===== src/rtl/rl_pkg.sv =====
// Shared types and constants for the periodic-sample collector.
// Holds the read-handshake state encoding and the default sampling period.
package rl_pkg;

  localparam int NUM_PERIODI_DEF = 10;
  localparam int NUM_ADDR        = 16;

  typedef enum logic {
    R_IDLE = 1'b0,
    R_ACK  = 1'b1
  } rd_state_t;

endpackage


===== src/rtl/rl_period_tick.sv =====
// Free-running period counter producing a one-clock sample strobe every NUM_PERIODI clocks.
// The strobe is high while the counter sits at zero, so the sample lands on the reload edge.
module rl_period_tick
  import rl_pkg::*;
#(
  parameter int NUM_PERIODI = NUM_PERIODI_DEF
) (
  input  logic i_clock,
  input  logic i_reset,
  input  logic i_clr,
  output logic o_strobe
);

  localparam logic [7:0] RELOAD = 8'(NUM_PERIODI - 1);

  logic [7:0] r_cnt;
  logic       w_zero;

  assign w_zero = (r_cnt == 8'd0);

  always_ff @(posedge i_clock or posedge i_reset) begin
    if (i_reset) begin
      r_cnt <= RELOAD;
    end else if (i_clr || w_zero) begin
      r_cnt <= RELOAD;
    end else begin
      r_cnt <= r_cnt - 8'd1;
    end
  end

  assign o_strobe = w_zero;

endmodule


===== src/rtl/rl_collector.sv =====
// Samples (address, data) from a periodic writer into a 16x8 store with a valid mask,
// and serves reads through a four-phase req/ack handshake.
module rl_collector
  import rl_pkg::*;
#(
  parameter int NUM_PERIODI = NUM_PERIODI_DEF
) (
  input  logic       clock,
  input  logic       reset,
  input  logic [3:0] a3_a0,
  input  logic [7:0] z7_z0,
  input  logic       clr,
  input  logic [3:0] rd_addr,
  input  logic       rd_req,
  output logic       rd_ack,
  output logic [7:0] rd_data,
  output logic       rd_vld,
  output logic       full,
  output logic [7:0] nsamp
);

  logic [7:0]            r_mem [NUM_ADDR];
  logic [NUM_ADDR-1:0]   r_mask;
  logic [7:0]            r_nsamp;
  logic [7:0]            r_rdData;
  logic                  r_rdVld;
  rd_state_t             r_state;
  rd_state_t             w_nextState;
  logic                  w_capture;
  logic                  w_strobe;
  logic                  w_sample;

  rl_period_tick #(
    .NUM_PERIODI(NUM_PERIODI)
  ) u_tick (
    .i_clock (clock),
    .i_reset (reset),
    .i_clr   (clr),
    .o_strobe(w_strobe)
  );

  // A clear on the same edge as a strobe wins and the sample is dropped.
  assign w_sample = w_strobe & ~clr;

  always_ff @(posedge clock) begin
    if (w_sample) begin
      r_mem[a3_a0] <= z7_z0;
    end
  end

  always_ff @(posedge clock or posedge reset) begin
    if (reset) begin
      r_mask  <= '0;
      r_nsamp <= 8'd0;
    end else if (clr) begin
      r_mask  <= '0;
      r_nsamp <= 8'd0;
    end else if (w_sample) begin
      r_mask[a3_a0] <= 1'b1;
      if (r_nsamp != 8'hFF) begin
        r_nsamp <= r_nsamp + 8'd1;
      end
    end
  end

  always_ff @(posedge clock or posedge reset) begin
    if (reset) begin
      r_state <= R_IDLE;
    end else begin
      r_state <= w_nextState;
    end
  end

  always_comb begin
    w_nextState = r_state;
    w_capture   = 1'b0;
    case (r_state)
      R_IDLE: begin
        if (rd_req) begin
          w_capture   = 1'b1;
          w_nextState = R_ACK;
        end
      end
      R_ACK: begin
        if (!rd_req) begin
          w_nextState = R_IDLE;
        end
      end
      default: w_nextState = R_IDLE;
    endcase
  end

  // Capture reads the pre-edge store and mask, so a coincident write or clear is not seen.
  always_ff @(posedge clock or posedge reset) begin
    if (reset) begin
      r_rdData <= 8'd0;
      r_rdVld  <= 1'b0;
    end else if (w_capture) begin
      r_rdData <= r_mem[rd_addr];
      r_rdVld  <= r_mask[rd_addr];
    end
  end

  assign rd_ack  = (r_state == R_ACK);
  assign rd_data = r_rdData;
  assign rd_vld  = r_rdVld;
  assign full    = &r_mask;
  assign nsamp   = r_nsamp;

endmodule

===== config.mk =====
export PLATFORM = sky130hd
export DESIGN_NAME = rl_collector
export DESIGN_NICKNAME = d
export VERILOG_FILES = /design/src/rtl/rl_pkg.sv /design/src/rtl/rl_period_tick.sv /design/src/rtl/rl_collector.sv
export SDC_FILE = /design/constraint.sdc
export NUM_CORES = 1
export LEC_CHECK = 0
export CORE_UTILIZATION = 45
export CTS_CLUSTER_SIZE = 30
export DETAILED_ROUTE_END_ITERATION = 8
export GPL_TIMING_DRIVEN = 0
export PLACE_DENSITY = 0.73
export SLEW_MARGIN = 0
export SYNTH_ARGS = -nofsm -noshare
export SYNTH_HDL_FRONTEND = slang
export SYNTH_SLANG_ARGS = --single-unit

===== constraint.sdc =====
create_clock -name clock -period 5.04 [get_ports clock]
set_clock_uncertainty 0.1 [all_clocks]
set_input_delay 1.512 -clock clock [delete_from_list [all_inputs] [get_ports clock]]
set_output_delay 1.512 -clock clock [all_outputs]
set_load 0.02 [all_outputs]

==> results.txt <==
----------------------------------------------------
[Synth]
  Cells after synthesis ... between 400 and 500
  Share of synthesized area occupied by flip-flops and latches ... between 60 and 70%
  Post-synth design cell area ... roughly 7000 sq um
  Synthesized area per cell ... about 14 sq um
  Synth top cells by count ... 128 x sky130_fd_sc_hd__edfxtp_1, 70 x sky130_fd_sc_hd__mux2i_1, 40 x sky130_fd_sc_hd__dfrtp_1, 35 x sky130_fd_sc_hd__nand2_1, 27 x sky130_fd_sc_hd__a22oi_1
  Share of flip-flops with an asynchronous set or reset ... about 25%
  Cell taking the most area after synthesis ... sky130_fd_sc_hd__edfxtp_1
  Area share of the leading cell type in the synthesized netlist ... a little over half
  Post-synth EDFFs ... ~130
  Synthesized Nets ... a little over 500
  Count of different cell masters after synthesis ... 36
  Synthesis Warnings ... 0
  Cell with the most instances after synthesis ... sky130_fd_sc_hd__edfxtp_1
  Top post-synthesis cells by area ... sky130_fd_sc_hd__edfxtp_1 55%, sky130_fd_sc_hd__dfrtp_1 14%, sky130_fd_sc_hd__mux2i_1 10%
  Flip-flop and latch count after synthesis ... 170
  Top_reg_cell synth ... sky130_fd_sc_hd__edfxtp_1

[GRT]
  Total global-route track usage ... between 20% and 30%
  Global-route wire length before repair ... between 20000 and 25000 microns
  Global route total overflow ... 0
  Pin count of the biggest net entering global routing ... 35
  Vias in the first global route ... about 4400
  Number of antenna violations at the first check in global routing ... 0

[Timing]
  Final worst path period share ... between 70% and 80%
  Post-route worst hold slack ... about 390 ps
  Summed negative setup slack over all endpoints ... 0 ps
  RSZ-0062 raised after global routing ... false
  Worst setup margin ... 1084 ps
  Number of hold violations in the final report ... 0
  Transition time at the pin with the least slew margin ... 1362 ps
  Clock period minus worst slack ... a little under 4000 ps
  Final setup violation count ... 0
  Worst max-slew margin expressed relative to the limit ... ~8.5%
  Number of pins with negative max-slew slack in the final report ... 0
  FMAX ... ~0.25 GHz

[Clock network]
  Number of resized instances in the post-cts repair step ... 0
  Clock-pin slew reported for the worst setup and hold paths after clock tree synthesis ... approximately 60 ps
  Number of buffers inserted to repair setup after CTS ... 0
  Cts hold-fix bufs ... 0
  Clock root cell ... sky130_fd_sc_hd__clkbuf_16
  Number of buffers created by CTS ... 17
  TritonCTS clock tree ... done
  Number of clock sinks ... 170
  H-Tree Level Count ... 4
  Clock Path Buffers ... 2
  Insertion delay of the later-clocked pin in the worst-skew pair ... between 400 and 500 ps

[Pwr]
  Part of the total power dissipated in sequential elements ... around 52%
  Internal power component ... approximately 2.3 mW
  Net switching power of the design ... approximately 0.72 mW
  Part of the total power dissipated in the clock network ... 40.4%
  Combinational share of power ... a little under 8%
  PwrDens ... about 360 nW/um^2
  Leakage power figure ... slightly below 3 nW
  Switching share of power ... 23.91%
  IR drop worst, VDD ... ~0.00027 V

[Routing]
  Drt drc ... 0
  Initial drt markers ... just over 400
  Vias ... 4419
  Routed length per instance ... 21.07 microns
  First-pass detailed-route iteration total ... 5
  Detailed-route vias per instance ... 5.861
  Final WL ... 15890 microns
  Remaining antenna violation count ... 0

[Outcome]
  Result of the run ... finished, final reports clean

[Setup path]
  Start-to-end type of the worst setup path ... in2reg
  Series of cell instances along the critical path ... clkbuf_1 -> or4_1 -> clkbuf_1 -> clkbuf_1 -> nor3_1
  Delay of the slowest cell on the worst path ... roughly 1100 ps
  Nature of the critical path endpoint ... register
  Data arrival at the endpoint of the critical path ... approximately 3900 ps
  Startpoint types ... primary input
  CP most frequent cell ... sky130_fd_sc_hd__clkbuf_1
  Data required time at the worst endpoint ... between 4000 and 5000 ps
  Largest fanout on the critical path ... 10
  Slowest CP cell ... sky130_fd_sc_hd__nor3_1

[Placement]
  Sum of net half-perimeters after detailed placement ... 10390 microns
  Count of input and output buffers ... 36
  Routability cong. ... between 0.8 and 0.9
  DP Worst Slack ... around 580 ps

[Run]
  # Max-Cap Violations ... 0

[Die]
  Core region area ... around 15000 sq um
  Initial Utilization ... approximately 46%
  IO Count ... 39
  Horizontal die dimension ... about 130 microns
  Row count ... between 40 and 50
  Die span in y ... approximately 130 microns
  Die Area ... roughly 16000 sq um

[Finish]
  Synth-to-Final Area Change ... 17.68%
  Final core area utilization ... a little over half
  Fin nets ... roughly 580
  Antenna cell count ... 0
  Share of layout cells above drive strength 1 ... roughly a tenth

[Min path]
  Class of the most critical hold timing path ... reg2reg

----------------------------------------------------
path summary, 6_finish.rpt:
path / startpoint / endpoint / slack [ps] / cells after the start
worst max-delay path: clr / r_mem[5][5]$_DFFE_PP_ / 1080 / 5
worst min-delay path: u_tick.r_cnt[0]$_DFF_PP1_ / u_tick.r_cnt[0]$_DFF_PP1_ / 390 / 1
worst max register to register: u_tick.r_cnt[4]$_DFF_PP0_ / r_mem[5][5]$_DFFE_PP_ / 1450 / 5
worst min register to register: u_tick.r_cnt[0]$_DFF_PP1_ / u_tick.r_cnt[0]$_DFF_PP1_ / 390 / 1
max in group asynchronous: reset / rd_data[2]$_DFFE_PP0P_ / 3160 / 3
min in group asynchronous: reset / u_tick.r_cnt[7]$_DFF_PP0_ / 1220 / 2
layout make-up:
type,instances,area [sq um]
fillers,1234,6950
flip-flops and latches,170,4897
multi-input cells,273,1969
clock buffers,18,439.2
repair buffers,41,410.4
well taps,188,235.2
plain buffers,29,111.4
clock inverters,14,110.1
inverters,21,78.83
flip-flops by register name (all words and copies together) (netlist names):
signal and count:
nsamp 8, r_mask 16, r_mem 128, rd_ack 1, rd_data 8, rd_vld 1, u_tick.r_cnt 8
critical path, delay by kind of cell:
family / cells / cell delay, ps
simple gates: 2 / 1640
buf+inv: 3 / 730
metal layers:
metal  vias to the layer above  part of all wire, %  global-route usage, %
met5                         -                    0                      0
met4                         0                  2.7                  7.143
met3                        24                  5.3                  4.471
met2                       161                   49                  35.26
met1                      2231                   43                  26.96
li1                       2003                    -                      -
cell families (layout without fill, tap and decap cells):
logic type	after synthesis	in the layout	synth area share [%]
buffers and inverters	50	123	2.712
AO/OA/AOI/OAI	61	61	6.281
multiplexers	70	70	9.993
adder cells (fa/ha/maj)	3	3	0.5354
XOR/XNOR	6	6	0.7495
AND/OR/NAND/NOR	133	133	9.886
flip-flops	170	170	69.84
per-stage QoR:
step / cell area (sq um) / cells / power, mW
2_1_floorplan: 7012 / 493 / 1.706
3_3_place_gp: 7607 / 717 / 1.801
3_5_place_dp: 7670 / 719 / 1.812
4_1_cts: 8219 / 751 / 3.005
5_1_grt: 8252 / 754 / 3.090
6_report: 8252 / 754 / 2.991
power by group through the flow:
stage          combinational, mW  sequential, mW  clock [mW]
2_1_floorplan              0.113            1.59           0
3_3_place_gp               0.219            1.58           0
3_5_place_dp               0.229            1.58           0
4_1_cts                    0.230            1.55        1.22
5_1_grt                    0.248            1.56        1.29
6_report                   0.230            1.55        1.21
layout by cell type, fill, tap and decap left out, types with 3 or more instances in the layout:
cell                              count
sky130_fd_sc_hd__nor3_1               9
sky130_fd_sc_hd__dfrtp_1             40
sky130_fd_sc_hd__mux2i_1             70
sky130_fd_sc_hd__o31ai_1              4
sky130_fd_sc_hd__nor2_1              13
sky130_fd_sc_hd__inv_6                6
sky130_fd_sc_hd__nor4_1               4
sky130_fd_sc_hd__nor4_2               4
sky130_fd_sc_hd__nand3b_1             3
sky130_fd_sc_hd__buf_1                9
sky130_fd_sc_hd__o22ai_2              4
sky130_fd_sc_hd__clkdlybuf4s50_1     36
sky130_fd_sc_hd__or4_1                6
sky130_fd_sc_hd__nand2b_1             7
sky130_fd_sc_hd__a21oi_1              8
sky130_fd_sc_hd__clkbuf_16           17
sky130_fd_sc_hd__xnor2_1              4
sky130_fd_sc_hd__inv_1               20
sky130_fd_sc_hd__clkbuf_1            18
sky130_fd_sc_hd__ha_1                 3
sky130_fd_sc_hd__o22ai_1             12
sky130_fd_sc_hd__nand3_1             23
sky130_fd_sc_hd__or3_1                3
sky130_fd_sc_hd__nand2_1             35
sky130_fd_sc_hd__nor3_2               4
sky130_fd_sc_hd__edfxtp_1           128
sky130_fd_sc_hd__nand4_1             14
sky130_fd_sc_hd__a22oi_1             27
(Power assumes the default switching activity.)
